[src/rtl/hs_serializer.sv]
// hs_serializer: C-PHY master-side HS transmit serializer.
// Takes one 7-symbol word (flip/rotation/polarity buses) per valid/ready
// handshake into a one-word holding buffer and shifts it out one 3-bit
// symbol {flip, rotation, polarity} per symbol clock, LSB first. The
// holding buffer refills while the current word shifts, so consecutive
// words go out with no gap.
// Optional feature: define HS_SER_UNDERRUN_DETECT_EN to build the sticky
// underrun detector; otherwise Underrun is tied low.
module hs_serializer #(
    parameter int         SYMS_PER_WORD = 7,
    parameter logic [2:0] IDLE_SYM      = 3'b000
) (
    input  logic                     TxSymClkHS,
    input  logic                     Rst,
    input  logic                     HSSerEn,
    input  logic [SYMS_PER_WORD-1:0] TxFlip,
    input  logic [SYMS_PER_WORD-1:0] TxRotation,
    input  logic [SYMS_PER_WORD-1:0] TxPolarity,
    input  logic                     TxWordValid,
    output logic                     TxWordReady,
    output logic [2:0]               SerSym,
    output logic                     SerSymValid,
    output logic                     WordDone,
    output logic                     Underrun
);

    localparam int CNT_W = (SYMS_PER_WORD > 1) ? $clog2(SYMS_PER_WORD) : 1;
    localparam logic [CNT_W-1:0] LAST_IDX = CNT_W'(SYMS_PER_WORD - 1);
    localparam logic [CNT_W-1:0] FIRST_CNT = (SYMS_PER_WORD > 1) ? CNT_W'(1) : '0;

    typedef enum logic {
        ST_IDLE  = 1'b0,
        ST_SHIFT = 1'b1
    } state_t;

    state_t                          r_state;
    state_t                          w_state_next;
    logic [SYMS_PER_WORD-1:0][2:0]   w_in_word;
    logic [SYMS_PER_WORD-1:0][2:0]   r_hold;
    logic                            r_hold_full;
    logic [SYMS_PER_WORD-1:0][2:0]   r_shift;
    logic [SYMS_PER_WORD-1:0][2:0]   w_shift_next;
    logic [CNT_W-1:0]                r_sym_cnt;
    logic [CNT_W-1:0]                w_sym_cnt_next;
    logic [2:0]                      r_ser_sym;
    logic [2:0]                      w_ser_sym_next;
    logic                            r_ser_valid;
    logic                            w_ser_valid_next;
    logic                            r_word_done;
    logic                            w_word_done_next;
    logic                            w_accept;
    logic                            w_load;

    // Regroup the three per-bit buses into per-symbol triplets.
    genvar gi;
    generate
        for (gi = 0; gi < SYMS_PER_WORD; gi++) begin : g_pack
            assign w_in_word[gi] = {TxFlip[gi], TxRotation[gi], TxPolarity[gi]};
        end
    endgenerate

    // A new word can be taken only when the holding buffer is empty.
    assign TxWordReady = ~r_hold_full;
    assign w_accept    = TxWordValid & ~r_hold_full;

    assign SerSym      = r_ser_sym;
    assign SerSymValid = r_ser_valid;
    assign WordDone    = r_word_done;

    // Holding buffer: capture on accept, release on load (never both at once).
    always_ff @(posedge TxSymClkHS or posedge Rst) begin
        if (Rst) begin
            r_hold_full <= 1'b0;
            r_hold      <= '0;
        end else if (w_accept) begin
            r_hold_full <= 1'b1;
            r_hold      <= w_in_word;
        end else if (w_load) begin
            r_hold_full <= 1'b0;
        end
    end

    // Next-state and next-output decode; r_word_done marks that the last
    // symbol of a word is currently on SerSym, so the next edge either
    // chains the buffered word or drops back to idle.
    always_comb begin
        w_state_next     = r_state;
        w_shift_next     = r_shift;
        w_sym_cnt_next   = r_sym_cnt;
        w_ser_sym_next   = IDLE_SYM;
        w_ser_valid_next = 1'b0;
        w_word_done_next = 1'b0;
        w_load           = 1'b0;
        case (r_state)
            ST_IDLE: begin
                w_sym_cnt_next = '0;
                if (HSSerEn && r_hold_full) begin
                    w_load = 1'b1;
                end
            end
            ST_SHIFT: begin
                if (r_word_done) begin
                    if (HSSerEn && r_hold_full) begin
                        w_load = 1'b1;
                    end else begin
                        w_state_next   = ST_IDLE;
                        w_sym_cnt_next = '0;
                    end
                end else begin
                    w_ser_sym_next   = r_shift[r_sym_cnt];
                    w_ser_valid_next = 1'b1;
                    w_word_done_next = (r_sym_cnt == LAST_IDX);
                    if (r_sym_cnt != LAST_IDX) begin
                        w_sym_cnt_next = r_sym_cnt + 1'b1;
                    end
                end
            end
            default: begin
                w_state_next   = ST_IDLE;
                w_sym_cnt_next = '0;
            end
        endcase
        // Loading presents symbol 0 straight from the holding buffer.
        if (w_load) begin
            w_state_next     = ST_SHIFT;
            w_shift_next     = r_hold;
            w_ser_sym_next   = r_hold[0];
            w_ser_valid_next = 1'b1;
            w_word_done_next = (SYMS_PER_WORD == 1);
            w_sym_cnt_next   = FIRST_CNT;
        end
    end

    // State, shift register, counter and registered serial outputs.
    always_ff @(posedge TxSymClkHS or posedge Rst) begin
        if (Rst) begin
            r_state     <= ST_IDLE;
            r_shift     <= '0;
            r_sym_cnt   <= '0;
            r_ser_sym   <= IDLE_SYM;
            r_ser_valid <= 1'b0;
            r_word_done <= 1'b0;
        end else begin
            r_state     <= w_state_next;
            r_shift     <= w_shift_next;
            r_sym_cnt   <= w_sym_cnt_next;
            r_ser_sym   <= w_ser_sym_next;
            r_ser_valid <= w_ser_valid_next;
            r_word_done <= w_word_done_next;
        end
    end

`ifdef HS_SER_UNDERRUN_DETECT_EN
    logic r_underrun;

    // Sticky starvation flag: a word finished while enabled with nothing queued.
    always_ff @(posedge TxSymClkHS or posedge Rst) begin
        if (Rst) begin
            r_underrun <= 1'b0;
        end else if (!HSSerEn) begin
            r_underrun <= 1'b0;
        end else if (r_word_done && !r_hold_full) begin
            r_underrun <= 1'b1;
        end
    end

    assign Underrun = r_underrun;
`else
    assign Underrun = 1'b0;
`endif

endmodule

[config.mk]
export PLATFORM = sky130hd
export DESIGN_NAME = hs_serializer
export DESIGN_NICKNAME = d
export VERILOG_FILES = /design/src/rtl/hs_serializer.sv
export SDC_FILE = /design/constraint.sdc
export NUM_CORES = 1
export LEC_CHECK = 0
export BUFFER_PORTS_ARGS = -buffer_cell sky130_fd_sc_hd__buf_4
export CORE_MARGIN = 3
export CORE_UTILIZATION = 35
export CTS_CLUSTER_SIZE = 14
export DETAILED_ROUTE_END_ITERATION = 7
export HOLD_SLACK_MARGIN = 0.1
export SLEW_MARGIN = 20
export SYNTH_ARGS = -nofsm -noshare
export SYNTH_HDL_FRONTEND = slang
export SYNTH_SLANG_ARGS = --single-unit
[constraint.sdc]
create_clock -name TxSymClkHS -period 1.8 [get_ports TxSymClkHS]
set_input_delay 0.18 -clock TxSymClkHS [delete_from_list [all_inputs] [get_ports TxSymClkHS]]
set_output_delay 0.18 -clock TxSymClkHS [all_outputs]
set_load 0.05 [all_outputs]
==> After elaboration in Yosys (flattened, before gate mapping) <==
Cells that the tools add are included.
{ "word_totals": {"ff_bits": 52, "in_bits": 25, "out_inout_bits": 7} }
{ "op_classes": {"add_sub_neg": 1, "magnitude_cmp": 1, "n_eq_ne": 4, "n_mux": 24, "bitwise": 3, "n_reduce_logical": 3} }
{ "ops": {"columns": ["operator", "count"], "rows": [
  ["3-bit two-way mux", 8],
  ["1-bit two-way mux", 13],
  ["3-bit binary-select mux with 3-bit select", 1],
  ["3-bit one-hot mux with 2 select lines", 1],
  ["3-bit by 4-bit less-than comparator with 1-bit output (second input constant)", 1],
  ["4-bit by 1-bit != test with 1-bit output (second input constant)", 1],
  ["4-bit != test (second input constant)", 1],
  ["3-bit by 1-bit adder with 3-bit output (second input constant)", 1],
  ["3-bit == test (second input constant)", 1],
  ["3-bit != test (second input constant)", 1],
  ["1-bit NOT", 2],
  ["1-bit one-hot mux with 2 select lines", 1],
  ["2-bit AND reduction", 1],
  ["2-bit nonzero test", 1],
  ["1-bit AND", 1],
  ["1-bit logical AND", 1]
]} }

==> Logic depth before layout (Yosys ltp) <==
Gate-level depths: netlist of the first run.
{ "logic_depth": {"ltp_word": 6, "ltp_mapped": 6} }

==> Least setup slack after synthesis of the first run <==
OpenSTA, ideal clock, no wires.
{ "synth_path": {"path_type": "reg-to-reg", "start": "reg r_word_done (netlist: WordDone)", "end": "reg r_shift[0] (netlist bit)", "setup_ns": 0.125, "arrival_time_ns": 1.518, "required_ns": 1.675, "setup_slack_ns": 0.156, "path_stages_with_launch": 5, "cell_sequence": "dfrtp_1 and2b_4 nor2_8 buf_8 mux2_4"} }
{ "synth_via": {"elab_chain_cells": 2} }
{ "synth_rtl": {"columns": ["element", "line", "rtl"], "rows": [
  ["from (decl)", "49", "logic r_word_done;"],
  ["from (signal assigned)", "149", "r_word_done <= w_word_done_next;"],
  ["1-bit two-way mux", "102", "if (r_word_done) begin"],
  ["1-bit one-hot mux with 2 select lines", "94", "case (r_state)"],
  ["to (signal assigned)", "145", "r_shift <= w_shift_next;"],
  ["to (decl)", "41", "logic [SYMS_PER_WORD-1:0][2:0] r_shift;"]
]} }
No other way between the ends.
A chain may end at the register's enable or synchronous reset.

==> Worst setup path in the final report of the first run <==
{ "layout_path": {"start": "reg r_sym_cnt[1]", "end": "reg r_ser_sym[0] (netlist: SerSym[0])"} }
{ "layout_via": {"elab_chain_cells": 5} }
{ "layout_rtl": {"columns": ["element", "line", "rtl"], "rows": [
  ["from (decl)", "43", "logic [CNT_W-1:0] r_sym_cnt;"],
  ["from (signal assigned)", "146", "r_sym_cnt <= w_sym_cnt_next;"],
  ["3-bit binary-select mux with 3-bit select", "110", "w_ser_sym_next = r_shift[r_sym_cnt];"],
  ["3-bit two-way mux (implied by the code)", "110", null],
  ["3-bit two-way mux", "102", null],
  ["3-bit two-way mux", "94", null],
  ["3-bit two-way mux", "124", "if (w_load) begin"],
  ["named net w_ser_sym_next[0]", "46", "logic [2:0] w_ser_sym_next;"],
  ["to (signal assigned)", "147", "r_ser_sym <= w_ser_sym_next;"],
  ["to (decl)", "45", "logic [2:0] r_ser_sym;"]
]} }
The timed path passes the listed nets, and every way through them passes these cells. The select of a mux whose other input is x is not followed.

==> impl_metrics.py, run 1 <==
metrics = {
    "cts": {
        "clock_sink_count": 52,
        "clockBufferDepth": 2,
        "cts_setup_buffers": 0,
        "cts_root_buf": "clkbuf_8",
        "numCtsBuffers": 5,
        "cts_tree": "yes",
        "cts-hold-fix-buffers": 3,
        "h-tree-depth": 2,
        "clk_latency_ps": 300,
        "clk_pin_slew_ps": 90,
        "cts_resized": 0,
    },
    "detailed_routing": {
        "drtIter0Drc": 74,
        "num_vias": 1265,
        "drt-wirelength-per-cell_um": 14.3,
        "dr.pass1.iters": 4,
        "drt_wl_total_um": 3750,
        "postRouteAntennaNets": 0,
        "route.detailed.drc": 0,
        "vias_per_cell": 4.83,
    },
    "synthesis": {
        "yosysSeqAreaShare_pct": 57.8,
        "avgSynthCellArea_um2": 15.5,
        "yosys_warnings": 0,
        "synth_fp_nets": 172,
        "yosys-top-cells-area": "dfrtp_1, mux2_2, mux2_4",
        "synth-edff-count": 0,
        "synth.distinct_cells": 34,
        "syn_inst": 145,
        "yosys-top-cells-count": "dfrtp_1, mux2_2, mux2_4",
        "post-synth-top-area-cell": "dfrtp_1",
        "synthFlopType": "dfrtp_1",
        "synth_most_common_cell": "dfrtp_1",
        "async_reset_ff_share_pct": 100,
        "synth-seq-cells": 52,
        "netlist_area_um2": 2250,
        "yosysTopAreaCellShare_pct": 57.8,
    },
    "global_routing": {
        "grt_use_met3_pct": 2.38,
        "grt_pass1_wl_um": 6510,
        "antenna_found_initial": 0,
        "grt_pass1_vias": 1343,
        "gr-usage-met2_pct": 17.8,
        "gr-total-overflow": 0,
        "grtUsageTotal_pct": 11.2,
        "top_usage_layer": "met2",
        "grtUsageMet1_pct": 14.6,
        "grt_max_degree": 53,
    },
    "timing": {
        "relSlewSlack_pct": 57.1,
        "finalMaxSlewViolations": 0,
        "rsz0062_at_grt": "false",
        "finalCritPeriodShare_pct": 86.7,
        "hold_viol": 0,
        "max_slew.worst_pin.slew_ps": 643,
        "setup_viol": 0,
        "min_period_ps": 1560,
        "skew_ps": 6.12,
        "fmax_mhz": 641,
        "setup_tns_ps": 0,
    },
    "die": {
        "core_um2": 6060,
        "pin_count": 32,
        "fp.dieArea_um2": 7430,
        "start_util_pct": 37.2,
        "die_width_um": 86.2,
        "row_count": 28,
        "die_h_um": 86.2,
    },
    "pwr": {
        "seq_power_share_pct": 45.8,
        "power.density_nw_per_um2": 1750,
        "switchingPower_uw": 1560,
        "p_int_uw": 3180,
        "p_comb_share_pct": 40.2,
        "leakagePower_uw": 0.00124,
        "irDropWorstVdd_mv": 0.813,
        "finalPower_uw": 4740,
        "p_sw_share_pct": 32.9,
        "clkPwrFrac_pct": 14.0,
    },
    "min_path": {
        "hold_class": "input pin to flop",
        "hold_path.startpoint": "TxFlip[1]",
        "min_delay_path_depth": 2,
        "holdPathEnd": "r_hold[5]$_DFFE_PP0P_",
    },
    "critical_path": {
        "slowest_stage": "dfrtp_1",
        "worstPathArrival_ps": 1740,
        "required_ps": 1980,
        "reg2reg_slack_ps": 240,
        "critPathMaxFanout": 12,
        "start_kind": "flop",
        "path_class": "flop to flop",
        "cp_slowest_stage_delay_ps": 650,
        "rr_startpoint": "r_sym_cnt[1]$_DFFE_PP0P_",
        "rr_endpoint": "SerSym[0]$_DFF_PP0_",
        "crit_chain": "mux2_2 > a221oi_1 > o2bb2ai_1",
        "crit_path_end_kind": "flop",
        "r2r_cells": 3,
    },
    "status": {
        "status": "finished, final reports clean",
    },
    "final_layout": {
        "drive_gt1_share_pct": 48.1,
        "antenna_cells": 0,
        "area_growth_pct": 20.4,
        "num-nets-final": 213,
    },
    "placement": {
        "dp_hpwl_um": 2620,
        "gp_congestion": 0.742,
        "io_buffer_count": 30,
    },
    "run": {
        "drv_cap": 0,
    },
}
==> critical path: cells and delay by family, from the launching register on <==
family | cells | cell delay (ps)
flops | 1 | 650
mux | 1 | 400
compound gates | 2 | 400
==> flip-flops by register name, summed over array words and instances, names as in the netlist <==
name	flops
SerSym	3
r_sym_cnt	3
WordDone	1
SerSymValid	1
r_hold_full	1
r_hold	21
r_shift	21
r_state	1
==> layout by cell type (no fill, tap or decap), types with 3 or more instances in the layout <==
master         count
buf_4             32
clkbuf_8           6
dfrtp_1           52
dlygate4sd3_1      8
inv_1              4
mux2_2            26
mux2_4            16
mux2i_1            3
nand2_1            3
nor2_1             4
==> layer usage <==
layer	routed length, um	part of all wire (%)
met1	1680	45
met2	1840	49
met3	150	4.0
met4	87	2.3
met5	0	0
==> cells by family (layout without fill, tap and decap cells) <==
logic type | after synthesis | in the layout | share of synthesized area [%]
compound gates | 13 | 13 | 4.50
flops | 52 | 52 | 57.8
other cells | 1 | 1 | 0.167
simple gates | 15 | 15 | 4.28
mux | 49 | 49 | 28.0
fa+ha+maj | 2 | 2 | 1.11
buf+inv | 12 | 54 | 3.78
xor+xnor | 1 | 1 | 0.389
==> power by group through the flow <==
stage | registers [uW] | clock network, uW | logic [uW]
after global placement | 2190 | 0 | 1840
after global routing | 2260 | 743 | 2070
after CTS | 2180 | 690 | 1920
final | 2170 | 664 | 1910
after floorplan | 2180 | 0 | 1510
after detailed placement | 2210 | 0 | 1910
==> worst max-delay path by stage <==
stage	from	end	slack [ps]	cells after the start
3_3_place_gp	r_sym_cnt[1]$_DFFE_PP0P_	SerSym[0]$_DFF_PP0_	350	3
3_5_place_dp	r_sym_cnt[1]$_DFFE_PP0P_	SerSym[0]$_DFF_PP0_	260	3
5_1_grt	r_sym_cnt[1]$_DFFE_PP0P_	SerSym[0]$_DFF_PP0_	130	3
4_1_cts	r_sym_cnt[1]$_DFFE_PP0P_	SerSym[0]$_DFF_PP0_	230	3
2_1_floorplan	WordDone$_DFF_PP0_	r_shift[0]$_DFFE_PP0P_	160	4
6_report	r_sym_cnt[1]$_DFFE_PP0P_	SerSym[0]$_DFF_PP0_	240	3
==> layout make-up <==
class	count	area, um2
fill	568	3350
sequential	52	1300
multi-input combinational	81	868
timing repair buffer	41	340
tap	75	93.8
clock buffer	8	90.1
inverter	5	18.8
==> through the flow <==
stage	instances	hold WS, ps	util, %	cell area (um2)	worst slack, ps
after global placement	246	388	41.9	2540	352
final	262	107	44.8	2710	240
after CTS	257	100	43.9	2660	231
after global routing	262	101	44.8	2710	125
after detailed placement	246	397	41.9	2540	256
after floorplan	145	305	-	2250	156
No activity file was read; power rests on OpenSTA's default activity.
==> run 2, diff against run 1 <==
Settings changed: CAP_MARGIN set to 25, MAX_ROUTING_LAYER set to met4.
==> run 2 against run 1 <==
Clock-buffer cell count did not move; critical endpoint unchanged; cell area is 0.37% higher; first-iteration DRC count grew 2.7%; via count increased by 0.47%; total power about the same; register-to-register slack about the same; sequential share of layout area fell by 0.18 points; critical path type unchanged; largest power group unchanged.
==> impl_metrics.py, run 2 (same netlist as run 1, synthesis figures left out) <==
metrics = {
    "status": {
        "status": "finished, final reports clean",
    },
    "die": {
        "fp.dieArea_um2": 7430,
        "die_width_um": 86.2,
        "die_h_um": 86.2,
        "pin_count": 32,
        "core_um2": 6060,
        "start_util_pct": 37.2,
        "row_count": 28,
    },
    "final_layout": {
        "drive_gt1_share_pct": 47.9,
        "final_cells": 263,
        "final-seq-area_um2": 1300,
        "final_common_cell": "dfrtp_1",
        "multiInputGateArea_um2": 868,
        "layout_common_cells": "dfrtp_1, buf_4, mux2_2, mux2_4, dlygate4sd3_1",
        "largestRegisters": "r_hold (21), r_shift (21)",
        "antenna_cells": 0,
        "num-nets-final": 214,
        "area_growth_pct": 20.9,
        "nFillCells": 568,
    },
    "placement": {
        "placed_cells": 246,
        "io_buffer_count": 30,
        "gp_congestion": 0.751,
        "place_worst_setup_slack_ps": 256,
        "dp_hpwl_um": 2620,
    },
    "cts": {
        "clk_latency_ps": 300,
        "cts_root_buf": "clkbuf_8",
        "h-tree-depth": 2,
        "clock_sink_count": 52,
        "numCtsBuffers": 5,
        "cts_resized": 0,
        "cts_tree": "yes",
        "clockBufferDepth": 2,
        "clk_pin_slew_ps": 90,
    },
    "critical_path": {
        "r2r_cells": 3,
        "crit_path_end_kind": "flop",
        "slowest_stage": "dfrtp_1",
        "worstPathArrival_ps": 1740,
        "path_class": "flop to flop",
        "worst-path-stages": 3,
        "cp.buffers_inverters": 0,
        "critPathMaxFanout": 12,
        "cp_top_family": "flip-flops",
        "crit_chain": "mux2_2 > a221oi_1 > o2bb2ai_1",
        "cp_slowest_stage_delay_ps": 650,
        "start_kind": "flop",
        "required_ps": 1980,
    },
    "global_routing": {
        "grt_pass1_wl_um": 6520,
        "grtUsageTotal_pct": 11.6,
        "antenna_found_initial": 0,
        "gr-total-overflow": 0,
        "grt_max_degree": 53,
        "grt_pass1_vias": 1341,
    },
    "detailed_routing": {
        "drtIter0Drc": 76,
        "route.detailed.drc": 0,
        "drt_wl_total_um": 3750,
        "drt-wirelength-per-cell_um": 14.3,
        "postRouteAntennaNets": 0,
        "num_vias": 1271,
        "dr.pass1.iters": 4,
        "vias_per_cell": 4.83,
    },
    "timing": {
        "holdWs_ps": 107,
        "max_slew.worst_pin.slew_ps": 642,
        "timing.final.ws_setup_ps": 240,
        "fmax_mhz": 641,
        "finalMaxSlewViolations": 0,
        "setup_viol": 0,
        "setup_tns_ps": 0,
        "hold_viol": 0,
        "skew_ps": 5.59,
        "min_period_ps": 1560,
        "finalCritPeriodShare_pct": 86.7,
        "relSlewSlack_pct": 57.2,
        "rsz0062_at_grt": "false",
    },
    "run": {
        "drv_cap": 0,
    },
    "pwr": {
        "finalPower_uw": 4750,
        "power.density_nw_per_um2": 1740,
        "leakagePower_uw": 0.00124,
        "irDropWorstVdd_mv": 0.813,
    },
    "min_path": {
        "hold_class": "input pin to flop",
        "min_delay_path_depth": 2,
    },
}
[run 2: area by class of cell]
class / instances / share of cell area [%]
Sequential cell: 52 / 47.8
Multi-Input combinational cell: 81 / 31.9
Timing Repair Buffer: 42 / 12.9
Clock buffer: 8 / 3.31
Tap cell: 75 / 3.45
Inverter: 5 / 0.689
[run 2: per-layer routing]
layer	up-vias	routed length [um]	track usage, %
met5	-	0	-
met4	0	87	5.52
met3	7	152	2.66
met2	24	1830	17.8
met1	650	1680	14.6
li1	590	-	-
[run 2: per-stage QoR]
step	utilization, %	cell area [um2]
floorplan	-	2250
global placement	41.9	2540
detailed placement	41.9	2540
CTS	43.9	2660
global route	44.9	2720
finish	44.9	2720
[run 2: power breakdown]
group / switching (uW) / internal [uW] / leakage (uW)
Sequential: 412 / 1760 / 0.000619
Clock: 351 / 314 / 0.0000455
Combinational: 799 / 1110 / 0.000576
Total: 1560 / 3180 / 0.00124
[run 2: path summary, 6_finish.rpt]
| path | from | end | slack [ps] |
|---|---|---|---|
| max in group asynchronous | Rst | SerSym[1]$_DFF_PP0_ | 760 |
| hold reg to reg | r_hold[3]$_DFFE_PP0P_ | r_hold[3]$_DFFE_PP0P_ | 490 |
| min in group asynchronous | Rst | r_hold[11]$_DFFE_PP0P_ | 600 |
| setup reg to reg | r_sym_cnt[1]$_DFFE_PP0P_ | SerSym[0]$_DFF_PP0_ | 240 |
| setup / recovery | r_sym_cnt[1]$_DFFE_PP0P_ | SerSym[0]$_DFF_PP0_ | 240 |
| hold / removal | TxFlip[1] | r_hold[5]$_DFFE_PP0P_ | 110 |
[run 2: what timing repair did]
| action | CTS | global route |
|---|---|---|
| endpoints found under the hold margin | 54 | 6 |
| buffers inserted | 0 | 0 |
| hold buffers | 3 | 6 |
